**src/rtl/arcade_input_ctrl_if.sv**
```systemverilog
// Control-input bundle between the host-side sources (keyboard events, joysticks, orientation)
// and the conditioned per-player outputs feeding the arcade core.
interface arcade_input_ctrl_if;
  logic [10:0] ps2_key;
  logic [15:0] joystick_0;
  logic [15:0] joystick_1;
  logic        rotate;
  logic [6:0]  p1_csjudlr;
  logic [6:0]  p2_csjudlr;
  logic        service;

  modport master (
    output ps2_key, joystick_0, joystick_1, rotate,
    input  p1_csjudlr, p2_csjudlr, service
  );

  modport slave (
    input  ps2_key, joystick_0, joystick_1, rotate,
    output p1_csjudlr, p2_csjudlr, service
  );
endinterface

```
**src/rtl/arcade_input_ctrl.sv**
```systemverilog
// Keyboard/joystick conditioner with orientation remap and per-player coin pulse shaping.
// Optional macro COIN_FROM_START_EN: a start rising edge also issues a P1 coin request.
module arcade_input_ctrl #(
  parameter int unsigned CLK_HZ      = 12000000,
  parameter int unsigned COIN_MS     = 100,
  parameter int unsigned COIN_GAP_MS = 50
) (
  input  logic                clk_sys,
  input  logic                reset_n,
  arcade_input_ctrl_if.slave  io
);

  localparam int unsigned     MS_DIV   = CLK_HZ / 1000;
  localparam int              PW       = (MS_DIV > 1) ? $clog2(MS_DIV) : 1;
  localparam logic [PW-1:0]   RELOAD   = PW'(MS_DIV - 1);
  localparam logic [7:0]      PULSE_MS = 8'(COIN_MS);
  localparam logic [7:0]      GAP_MS   = 8'(COIN_GAP_MS);

  localparam logic [4:0] K_UP1 = 5'd0,  K_DN1 = 5'd1,  K_LT1 = 5'd2,  K_RT1 = 5'd3;
  localparam logic [4:0] K_FA1 = 5'd4,  K_FB1 = 5'd5,  K_SA1 = 5'd6,  K_SB1 = 5'd7;
  localparam logic [4:0] K_CN1 = 5'd8,  K_UP2 = 5'd9,  K_DN2 = 5'd10, K_LT2 = 5'd11;
  localparam logic [4:0] K_RT2 = 5'd12, K_FI2 = 5'd13, K_SA2 = 5'd14, K_SB2 = 5'd15;
  localparam logic [4:0] K_CN2 = 5'd16, K_SVC = 5'd17;

  // IDLE: wait for request | PULSE: coin high | GAP: enforced low time
  typedef enum logic [1:0] {ST_IDLE, ST_PULSE, ST_GAP} coin_st_e;

  logic [PW-1:0] presc_q, presc_d;
  logic          ms_tick;
  logic          old_tog_q;
  logic [17:0]   key_q, key_d;
  logic [4:0]    key_idx;
  logic          key_hit;
  logic [7:0]    joy;
  logic          unused_joy_hi;
  logic [1:0]    coin_raw, coin_raw_q, coin_req;
  logic          start1_raw, start2_raw;
  coin_st_e      st_q [2];
  coin_st_e      st_d [2];
  logic [7:0]    cnt_q [2];
  logic [7:0]    cnt_d [2];
  logic [1:0]    pend_q, pend_d;
  logic [6:0]    p1_q, p1_d, p2_q, p2_d;
  logic          svc_q;

  function automatic logic [7:0] sat_inc(input logic [7:0] v);
    return (v == 8'hFF) ? v : v + 8'd1;
  endfunction

  // {up,down,left,right}; Horz mode feeds each direction from its rotated neighbour
  function automatic logic [3:0] orient(input logic [3:0] udlr, input logic rot);
    return rot ? {udlr[1], udlr[0], udlr[2], udlr[3]} : udlr;
  endfunction

  assign ms_tick       = (presc_q == '0);
  assign presc_d       = ms_tick ? RELOAD : presc_q - PW'(1);
  assign joy           = io.joystick_0[7:0] | io.joystick_1[7:0];
  assign unused_joy_hi = ^{io.joystick_0[15:8], io.joystick_1[15:8]};

  always_comb begin
    key_hit = 1'b1;
    key_idx = K_UP1;
    case (io.ps2_key[8:0])
      9'h075, 9'h175: key_idx = K_UP1;
      9'h072, 9'h172: key_idx = K_DN1;
      9'h06B, 9'h16B: key_idx = K_LT1;
      9'h074, 9'h174: key_idx = K_RT1;
      9'h029:         key_idx = K_FA1;
      9'h014:         key_idx = K_FB1;
      9'h005:         key_idx = K_SA1;
      9'h016:         key_idx = K_SB1;
      9'h02E:         key_idx = K_CN1;
      9'h02D:         key_idx = K_UP2;
      9'h02B:         key_idx = K_DN2;
      9'h023:         key_idx = K_LT2;
      9'h034:         key_idx = K_RT2;
      9'h01C:         key_idx = K_FI2;
      9'h006:         key_idx = K_SA2;
      9'h01E:         key_idx = K_SB2;
      9'h036:         key_idx = K_CN2;
      9'h02C:         key_idx = K_SVC;
      default:        key_hit = 1'b0;
    endcase
    key_d = key_q;
    if ((old_tog_q != io.ps2_key[10]) && key_hit) key_d[key_idx] = io.ps2_key[9];
  end

  assign start1_raw = key_q[K_SA1] | key_q[K_SB1] | joy[5];
  assign start2_raw = key_q[K_SA2] | key_q[K_SB2] | joy[6];
  assign coin_raw   = {key_q[K_CN2], key_q[K_CN1] | joy[7]};

`ifdef COIN_FROM_START_EN
  logic [1:0] start_raw_q;
  always_ff @(posedge clk_sys or negedge reset_n) begin
    if (!reset_n) start_raw_q <= '0;
    else          start_raw_q <= {start2_raw, start1_raw};
  end
  assign coin_req = {coin_raw[1] & ~coin_raw_q[1],
                     (coin_raw[0] & ~coin_raw_q[0]) |
                     (|({start2_raw, start1_raw} & ~start_raw_q))};
`else
  assign coin_req = coin_raw & ~coin_raw_q;
`endif

  always_comb begin
    for (int p = 0; p < 2; p++) begin
      st_d[p]   = st_q[p];
      cnt_d[p]  = cnt_q[p];
      pend_d[p] = pend_q[p];
      case (st_q[p])
        ST_IDLE: begin
          if (coin_req[p]) begin
            st_d[p]  = ST_PULSE;
            cnt_d[p] = '0;
          end
        end
        ST_PULSE: begin
          if (coin_req[p]) pend_d[p] = 1'b1;
          if (ms_tick) begin
            if (sat_inc(cnt_q[p]) >= PULSE_MS) begin
              st_d[p]  = ST_GAP;
              cnt_d[p] = '0;
            end else begin
              cnt_d[p] = sat_inc(cnt_q[p]);
            end
          end
        end
        ST_GAP: begin
          if (coin_req[p]) pend_d[p] = 1'b1;
          if (ms_tick) begin
            if (sat_inc(cnt_q[p]) >= GAP_MS) begin
              cnt_d[p] = '0;
              if (pend_q[p] || coin_req[p]) begin
                st_d[p]   = ST_PULSE;
                pend_d[p] = 1'b0;
              end else begin
                st_d[p] = ST_IDLE;
              end
            end else begin
              cnt_d[p] = sat_inc(cnt_q[p]);
            end
          end
        end
        default: st_d[p] = ST_IDLE;
      endcase
    end
  end

  always_comb begin
    p1_d = {st_d[0] == ST_PULSE, start1_raw, key_q[K_FA1] | key_q[K_FB1] | joy[4],
            orient({key_q[K_UP1] | joy[3], key_q[K_DN1] | joy[2],
                    key_q[K_LT1] | joy[1], key_q[K_RT1] | joy[0]}, io.rotate)};
    p2_d = {st_d[1] == ST_PULSE, start2_raw, key_q[K_FI2],
            orient({key_q[K_UP2] | joy[3], key_q[K_DN2] | joy[2],
                    key_q[K_LT2] | joy[1], key_q[K_RT2] | joy[0]}, io.rotate)};
  end

  always_ff @(posedge clk_sys or negedge reset_n) begin
    if (!reset_n) begin
      presc_q    <= '0;
      old_tog_q  <= 1'b0;
      key_q      <= '0;
      coin_raw_q <= '0;
      pend_q     <= '0;
      p1_q       <= '0;
      p2_q       <= '0;
      svc_q      <= 1'b0;
      for (int p = 0; p < 2; p++) begin
        st_q[p]  <= ST_IDLE;
        cnt_q[p] <= '0;
      end
    end else begin
      presc_q    <= presc_d;
      old_tog_q  <= io.ps2_key[10];
      key_q      <= key_d;
      coin_raw_q <= coin_raw;
      pend_q     <= pend_d;
      p1_q       <= p1_d;
      p2_q       <= p2_d;
      svc_q      <= key_q[K_SVC];
      for (int p = 0; p < 2; p++) begin
        st_q[p]  <= st_d[p];
        cnt_q[p] <= cnt_d[p];
      end
    end
  end

  assign io.p1_csjudlr = p1_q;
  assign io.p2_csjudlr = p2_q;
  assign io.service    = svc_q;

endmodule

```
**src/flat_wrapper.sv**
```systemverilog
// flat-port wrapper written by rule: the top's interface ports become plain ports
module arcade_input_ctrl_flat 
#(
  parameter int unsigned CLK_HZ      = 12000000,
  parameter int unsigned COIN_MS     = 100,
  parameter int unsigned COIN_GAP_MS = 50
)
  (clk_sys, reset_n, io_ps2_key, io_joystick_0, io_joystick_1, io_rotate, io_p1_csjudlr, io_p2_csjudlr, io_service);
  arcade_input_ctrl_if io_i ();
  input  logic clk_sys;
  input  logic reset_n;
  input wire logic [$bits(io_i.ps2_key)-1:0] io_ps2_key;
  input wire logic [$bits(io_i.joystick_0)-1:0] io_joystick_0;
  input wire logic [$bits(io_i.joystick_1)-1:0] io_joystick_1;
  input wire logic [$bits(io_i.rotate)-1:0] io_rotate;
  output wire logic [$bits(io_i.p1_csjudlr)-1:0] io_p1_csjudlr;
  output wire logic [$bits(io_i.p2_csjudlr)-1:0] io_p2_csjudlr;
  output wire logic [$bits(io_i.service)-1:0] io_service;
  assign io_i.ps2_key = io_ps2_key;
  assign io_i.joystick_0 = io_joystick_0;
  assign io_i.joystick_1 = io_joystick_1;
  assign io_i.rotate = io_rotate;
  assign io_p1_csjudlr = io_i.p1_csjudlr;
  assign io_p2_csjudlr = io_i.p2_csjudlr;
  assign io_service = io_i.service;
  arcade_input_ctrl #(.CLK_HZ(CLK_HZ), .COIN_MS(COIN_MS), .COIN_GAP_MS(COIN_GAP_MS)) u_core (.clk_sys(clk_sys), .reset_n(reset_n), .io(io_i));
endmodule
```
**config.mk**
```make
export PLATFORM = sky130hd
export DESIGN_NAME = arcade_input_ctrl_flat
export DESIGN_NICKNAME = d
export VERILOG_FILES = /design/src/rtl/arcade_input_ctrl_if.sv /design/src/rtl/arcade_input_ctrl.sv /design/src/flat_wrapper.sv
export SDC_FILE = /design/constraint.sdc
export NUM_CORES = 1
export LEC_CHECK = 0
export CELL_PAD_IN_SITES_DETAIL_PLACEMENT = 0
export CELL_PAD_IN_SITES_GLOBAL_PLACEMENT = 1
export CORE_AREA = 4 4 102 113
export DETAILED_ROUTE_END_ITERATION = 12
export DIE_AREA = 0 0 106 117
export GPL_ROUTABILITY_DRIVEN = 0
export PLACE_DENSITY = 0.89
export RECOVER_POWER = 25
export SYNTH_ARGS = -nofsm -noshare
export SYNTH_HDL_FRONTEND = slang
export SYNTH_SLANG_ARGS = --single-unit
```
**constraint.sdc**
```tcl
create_clock -name clk_sys -period 3.11 [get_ports clk_sys]
set_input_delay 0.622 -clock clk_sys [delete_from_list [all_inputs] [get_ports clk_sys]]
set_output_delay 0.622 -clock clk_sys [all_outputs]
set_load 0.05 [all_outputs]
```
==> run_results.csv, run 1 <==
group,metric,value,unit
outcome,status,"finished, violations left",
outcome,violations,"capacitance limit, slew limit",
route,wl,10.0,mm
placement,pre_cts_slack,-18.6,ps
final_layout,design_area,5270,um^2
route,first_pass_iters,7,
grt,gr-total-overflow,0,
final_layout,syn_to_final_growth,23.1,%
logic_synthesis,synth_top_family_by_area,"simple AND/OR/NAND/NOR gates",
logic_synthesis,synth-simple-area-share,0.256,
route,drt_iter0_markers,180,
timing,fin_ws,283,ps
final_layout,drive_above_1_share,0.139,
timing,drv_slew,46,
power,irDropWorstVdd,0.237,mV
placement,portBuffers,44,
flow_run,max_cap_viol_count,1,
worst_hold_path,hp-start,"u_core.key_q[17]",
logic_synthesis,syn_inst,467,
floorplan,core,10300,um^2
final_layout,utilization,0.509,
final_layout,n_fill_cell,958,
clock_network,ctsHoldBuffers,0,
critical_path,ff2ff_setup_slack,280,ps
critical_path,arrival,3070,ps
clock_network,post-cts-setup-buffers,0,
worst_hold_path,whs_endpoint,"u_core.io.service",
grt,antenna_found_initial,0,
logic_synthesis,synth-xor-area-share,0.0246,
final_layout,final_common_cell,"dfrtp_1",
timing,period_share,0.909,
final_layout,fin_nets,577,
worst_hold_path,hold_depth,0,
logic_synthesis,synth_flop_cell,"dfrtp_1",
final_layout,diodes,0,
grt,gr-usage-all-layers,0.168,
floorplan,fp.dieH,117,um
floorplan,die_area,12400,um^2
critical_path,crit_type,"flop to flop",
route,wl_per_cell,15.0,um
grt,grt_pass1_wl,16.9,mm
power,total_power,2.51,mW
clock_network,root_buffer,"clkbuf_16",
power,cellLeakagePower,2.12,nW
logic_synthesis,synthAdderAreaFrac,0.0322,
route,vias,3752,
logic_synthesis,yosys-mux-area-fraction,0.0711,
route,drc,0,
critical_path,crit_required,3350,ps
clock_network,cts_buffers,9,
critical_path,reg2reg_from,"u_core.presc_q[2]",
clock_network,clockBufferDepth,2,
timing,period_needed,2830,ps
timing,setup_viol,0,
placement,dp.cells,652,
logic_synthesis,synth_seq_area_share,0.421,
critical_path,reg2reg_depth,6,
floorplan,initial_core_util,0.414,
grt,grt_max_degree,46,
timing,grt_setup_unrepaired,"no",
placement,dp_hpwl,7.56,mm
logic_synthesis,synth-edff-count,0,
critical_path,end_kind,"flop",
logic_synthesis,synth_cell_types,64,
timing,finClkSkew,5.91,ps
logic_synthesis,async_flop_share,1.00,
floorplan,rows,39,
critical_path,start_kind,"flop",
logic_synthesis,synth_warnings,0,
timing,tightestPinTransition,2280,ps
clock_network,cts_tree,"yes",
floorplan,die_w,106,um
power,cellPowerDensity,476,nW/um^2
placement,placedInstanceArea,4950,um^2
clock_network,post_cts_resize_count,0,
logic_synthesis,syn-num-nets,524,
clock_network,insertion_delay,330,ps
timing,max_freq,0.354,GHz
logic_synthesis,syn_area,4280,um^2
clock_network,h-tree-depth,3,
timing,hold_viol_final,0,
floorplan,io_pins,61,
logic_synthesis,ys_ff_latch,72,
route,viasPerCell,5.63,
route,ant_nets,0,
final_layout,instances_no_fill,667,
grt,first_global_vias,3762,
timing,slew_headroom,-0.523,
clock_network,cts.clk_slew.worst_paths,60,ps
logic_synthesis,synth_compound_area_frac,0.156,
logic_synthesis,avgSynthCellArea,9.16,um^2
clock_network,cts_sinks,72,
worst_hold_path,hold_path_class,"flop to flop",
final_layout,final_cell_mix,"dfrtp_1 (72), nand2_1 (49), clkdlybuf4s50_1 (43), nor3_1 (28), nor2_1 (28)",
critical_path,critPathMaxFanout,15,
critical_path,r2r_end,"u_core.cnt_q[0]",
[synthesized netlist by cell type, types with 10 or more instances]
cell	instances	area, um^2
a21oi_1	26	130
o21ai_0	22	110
nor2_1	28	105
ha_1	11	138
dfrtp_1	72	1800
clkbuf_1	22	82.6
nor3_1	28	140
a31oi_1	10	62.6
nand4_1	10	62.6
nand2_1	49	184
nand3_1	16	80.1
mux2_2	19	214
inv_1	16	60.1
[critical path, stage by stage (launching register included)]
cell and delay (ps):
dfrtp_1 430, nor4_1 420, nand3b_1 400, nor4_4 480, o21ai_1 430, or3_1 430, o21ai_0 160
[power by group]
group          total (mW)  internal [mW]  switching (mW)
Combinational       0.402          0.161           0.240
Clock                1.09          0.719           0.375
Sequential           1.01          0.982          0.0307
Total                2.51           1.86           0.646
[registers in the layout, summed over array words and instances, names as in the netlist, 2 cells and up]
signal	cells
u_core.coin_raw_q	2
u_core.pend_q	2
u_core.io.p2_csjudlr	7
u_core.cnt_q	16
u_core.st_q	4
u_core.presc_q	14
u_core.io.p1_csjudlr	7
u_core.key_q	18
[through the flow]
step	hold WS, ps	setup TNS (ps)
5_1_grt	399	0
3_5_place_dp	379	-18.6
4_1_cts	314	0
6_report	385	0
2_1_floorplan	326	0
3_3_place_gp	358	-7.58
[per-layer routing]
metal  share of wire  global-route usage
met4           0.031              0.0898
met3           0.027              0.0214
met5               0                   0
met1            0.42               0.196
met2            0.52               0.304
[how the worst max path moves through the flow]
stage | startpoint | to | slack, ps | depth (start not counted)
floorplan | io_ps2_key[0] | u_core.key_q[14] | 460 | 8
global placement | io_ps2_key[4] | u_core.key_q[6] | -8 | 9
detailed placement | io_ps2_key[4] | u_core.key_q[6] | -20 | 9
CTS | u_core.presc_q[2] | u_core.cnt_q[0] | 310 | 6
global route | u_core.presc_q[2] | u_core.cnt_q[0] | 110 | 6
finish | u_core.presc_q[2] | u_core.cnt_q[0] | 280 | 6
[cells by family (layout without fill, tap and decap cells)]
group,after synthesis,after routing
simple gates,203,203
compound gates,101,101
flops,72,72
buf+inv,40,97
mux,28,28
xor+xnor,12,12
fa+ha+maj,11,11
[final cells by class]
cell class                 instances  area (um^2)  area share
tap                              143          179      0.0340
clock inverter                     5         81.3      0.0154
multi-input combinational        355         2310       0.439
inverter                          16         60.1      0.0114
sequential                        72         1800       0.342
timing repair buffer              66          593       0.113
clock buffer                      10          239      0.0454
Power figures use the tool's default switching activity.
==> run 2, diff against run 1 <==
--- a/config.mk
+++ b/config.mk
@@ -13,6 +13,7 @@
 export GPL_ROUTABILITY_DRIVEN = 0
 export PLACE_DENSITY = 0.89
 export RECOVER_POWER = 25
+export SETUP_SLACK_MARGIN = 0.15
 export SYNTH_ARGS = -nofsm -noshare
 export SYNTH_HDL_FRONTEND = slang
 export SYNTH_SLANG_ARGS = --single-unit
==> run 2 against run 1 <==
Against the previous run:
- via count is 0.43% higher
- sequential power about the same
- power increased by 0.21%
- critical path type is now input pin to flop
- cell count unchanged
- the run still ends with capacitance limit, slew limit left
- setup slack better by 43 ps
- hold slack is essentially flat
- critical endpoint is now u_core.key_q[6]
- combinational power up 1%
- maximum frequency increased by 1.5%
- die area unchanged
- global-route usage is the same
==> run_results.csv, run 2 (synthesis gave the netlist of run 1 again) <==
group,metric,value,unit
placement,portBuffers,44,
timing,slew_headroom,-0.522,
final_layout,regMostFlops,"u_core.key_q",
route,viasPerCell,5.65,
final_layout,syn_to_final_growth,23.2,%
floorplan,rows,39,
power,irDropWorstVdd,0.237,mV
timing,period_share,0.895,
grt,antenna_found_initial,0,
grt,grt_max_degree,46,
timing,finClkSkew,6.15,ps
power,switching_power,649,uW
flow_run,max_cap_viol_count,1,
critical_path,crit_required,3320,ps
grt,gr-usage-all-layers,0.168,
clock_network,cts_buffers,9,
power,pwr-share-seq,0.403,
final_layout,fin_nets,577,
clock_network,h-tree-depth,3,
route,wl_per_cell,15.1,um
grt,first_global_vias,3762,
critical_path,ff2ff_setup_slack,360,ps
route,wl,10.1,mm
route,drc,0,
power,p_int,1.86,mW
floorplan,die_area,12400,um^2
timing,tightestPinTransition,2280,ps
timing,period_needed,2780,ps
clock_network,root_buffer,"clkbuf_16",
final_layout,top_regs,"u_core.key_q (18), u_core.cnt_q (16), u_core.presc_q (14)",
power,total_power,2.51,mW
final_layout,final_common_cell,"dfrtp_1",
route,vias,3768,
outcome,status,"finished, violations left",
floorplan,fp.dieH,117,um
placement,placedInstanceArea,4950,um^2
clock_network,cts.clk_slew.worst_paths,60,ps
final_layout,diodes,0,
power,cellLeakagePower,2.12,nW
timing,hold_viol_final,0,
route,drt_iter0_markers,166,
timing,setup_tns,0,ps
timing,setup_viol,0,
floorplan,core,10300,um^2
grt,gr-total-overflow,0,
power,switching_share,0.258,
clock_network,cts_tree,"yes",
clock_network,insertion_delay,330,ps
timing,drv_slew,46,
final_layout,largest_reg_flops,18,
clock_network,clockBufferDepth,2,
final_layout,utilization,0.509,
placement,dp.cells,652,
timing,max_freq,0.359,GHz
power,p_clk_frac,0.435,
final_layout,design_area,5270,um^2
critical_path,end_kind,"flop",
worst_hold_path,hold_path_class,"flop to flop",
route,first_pass_iters,5,
power,cellPowerDensity,477,nW/um^2
critical_path,critPathMaxFanout,4,
critical_path,start_kind,"input pin",
route,ant_nets,0,
placement,dp_hpwl,7.56,mm
floorplan,io_pins,61,
power,p_comb_frac,0.162,
critical_path,crit_type,"input pin to flop",
grt,grt_pass1_wl,16.9,mm
floorplan,initial_core_util,0.414,
critical_path,arrival,3000,ps
outcome,violations,"capacitance limit, slew limit",
clock_network,cts_sinks,72,
timing,grt_setup_unrepaired,"yes",
final_layout,instances_no_fill,667,
floorplan,die_w,106,um
final_layout,drive_above_1_share,0.141,
final_layout,final_cell_mix,"dfrtp_1 (72), nand2_1 (49), clkdlybuf4s50_1 (43), nor3_1 (28), nor2_1 (28)",
## run 2: changes by cell type in the layout (fill, tap and decap cells not counted)
cell,before,now
o21ai_1,1,0
o21ai_2,0,1
## run 2: worst max-delay path: stages
cell and delay (ps):
clkdlybuf4s50_1 450, and4bb_2 350, a41oi_1 120, nor4b_1 280, buf_4 170, a21oi_1 50, or2_2 320, nor3_1 280
mux2_2 370
## run 2: repair_timing
item                       4_1_cts  5_1_grt
buffers inserted                 0        0
setup endpoints to repair        0        1
hold buffers                     0        0
gates resized for setup          0        1
## run 2: layout make-up
| class | instances | area [um^2] |
|---|---|---|
| clock buffers | 10 | 239 |
| repair buffers | 66 | 593 |
| inverters | 16 | 60.1 |
| fillers | 958 | 5070 |
| well taps | 143 | 179 |
| multi-input cells | 355 | 2320 |
| flip-flops and latches | 72 | 1800 |
| clock inverters | 5 | 81.3 |
## run 2: power by group through the flow
stage | combinational [mW] | sequential, mW | clock, mW
global route | 0.446 | 1.02 | 1.16
detailed placement | 0.403 | 1.03 | 0
finish | 0.407 | 1.01 | 1.09
global placement | 0.393 | 1.03 | 0
CTS | 0.405 | 1.01 | 1.11
floorplan | 0.196 | 1.08 | 0
## run 2: path summary, 6_finish.rpt
check	to	depth (start not counted)	from
min	u_core.io.service	0	u_core.key_q[17]
max in group asynchronous	u_core.key_q[17]	2	reset_n
max reg2reg	u_core.cnt_q[11]	7	u_core.presc_q[2]
min reg2reg	u_core.io.service	0	u_core.key_q[17]
max	u_core.key_q[6]	9	io_ps2_key[4]
min in group asynchronous	u_core.cnt_q[10]	2	reset_n
## run 2: routing by layer
metal / wire length (um) / vias to the layer above / track usage
li1: - / 1825 / -
met1: 4220 / 1827 / 0.196
met2: 5270 / 91 / 0.304
met3: 266 / 25 / 0.0214
met4: 305 / 0 / 0.0898
met5: 0 / - / 0
## run 2: stage by stage
| stage | setup slack (ps) | hold slack (ps) |
|---|---|---|
| after floorplan | 460 | 326 |
| after global placement | -7.58 | 358 |
| after detailed placement | -18.6 | 379 |
| after CTS | 315 | 314 |
| after global routing | 136 | 399 |
| final | 326 | 385 |
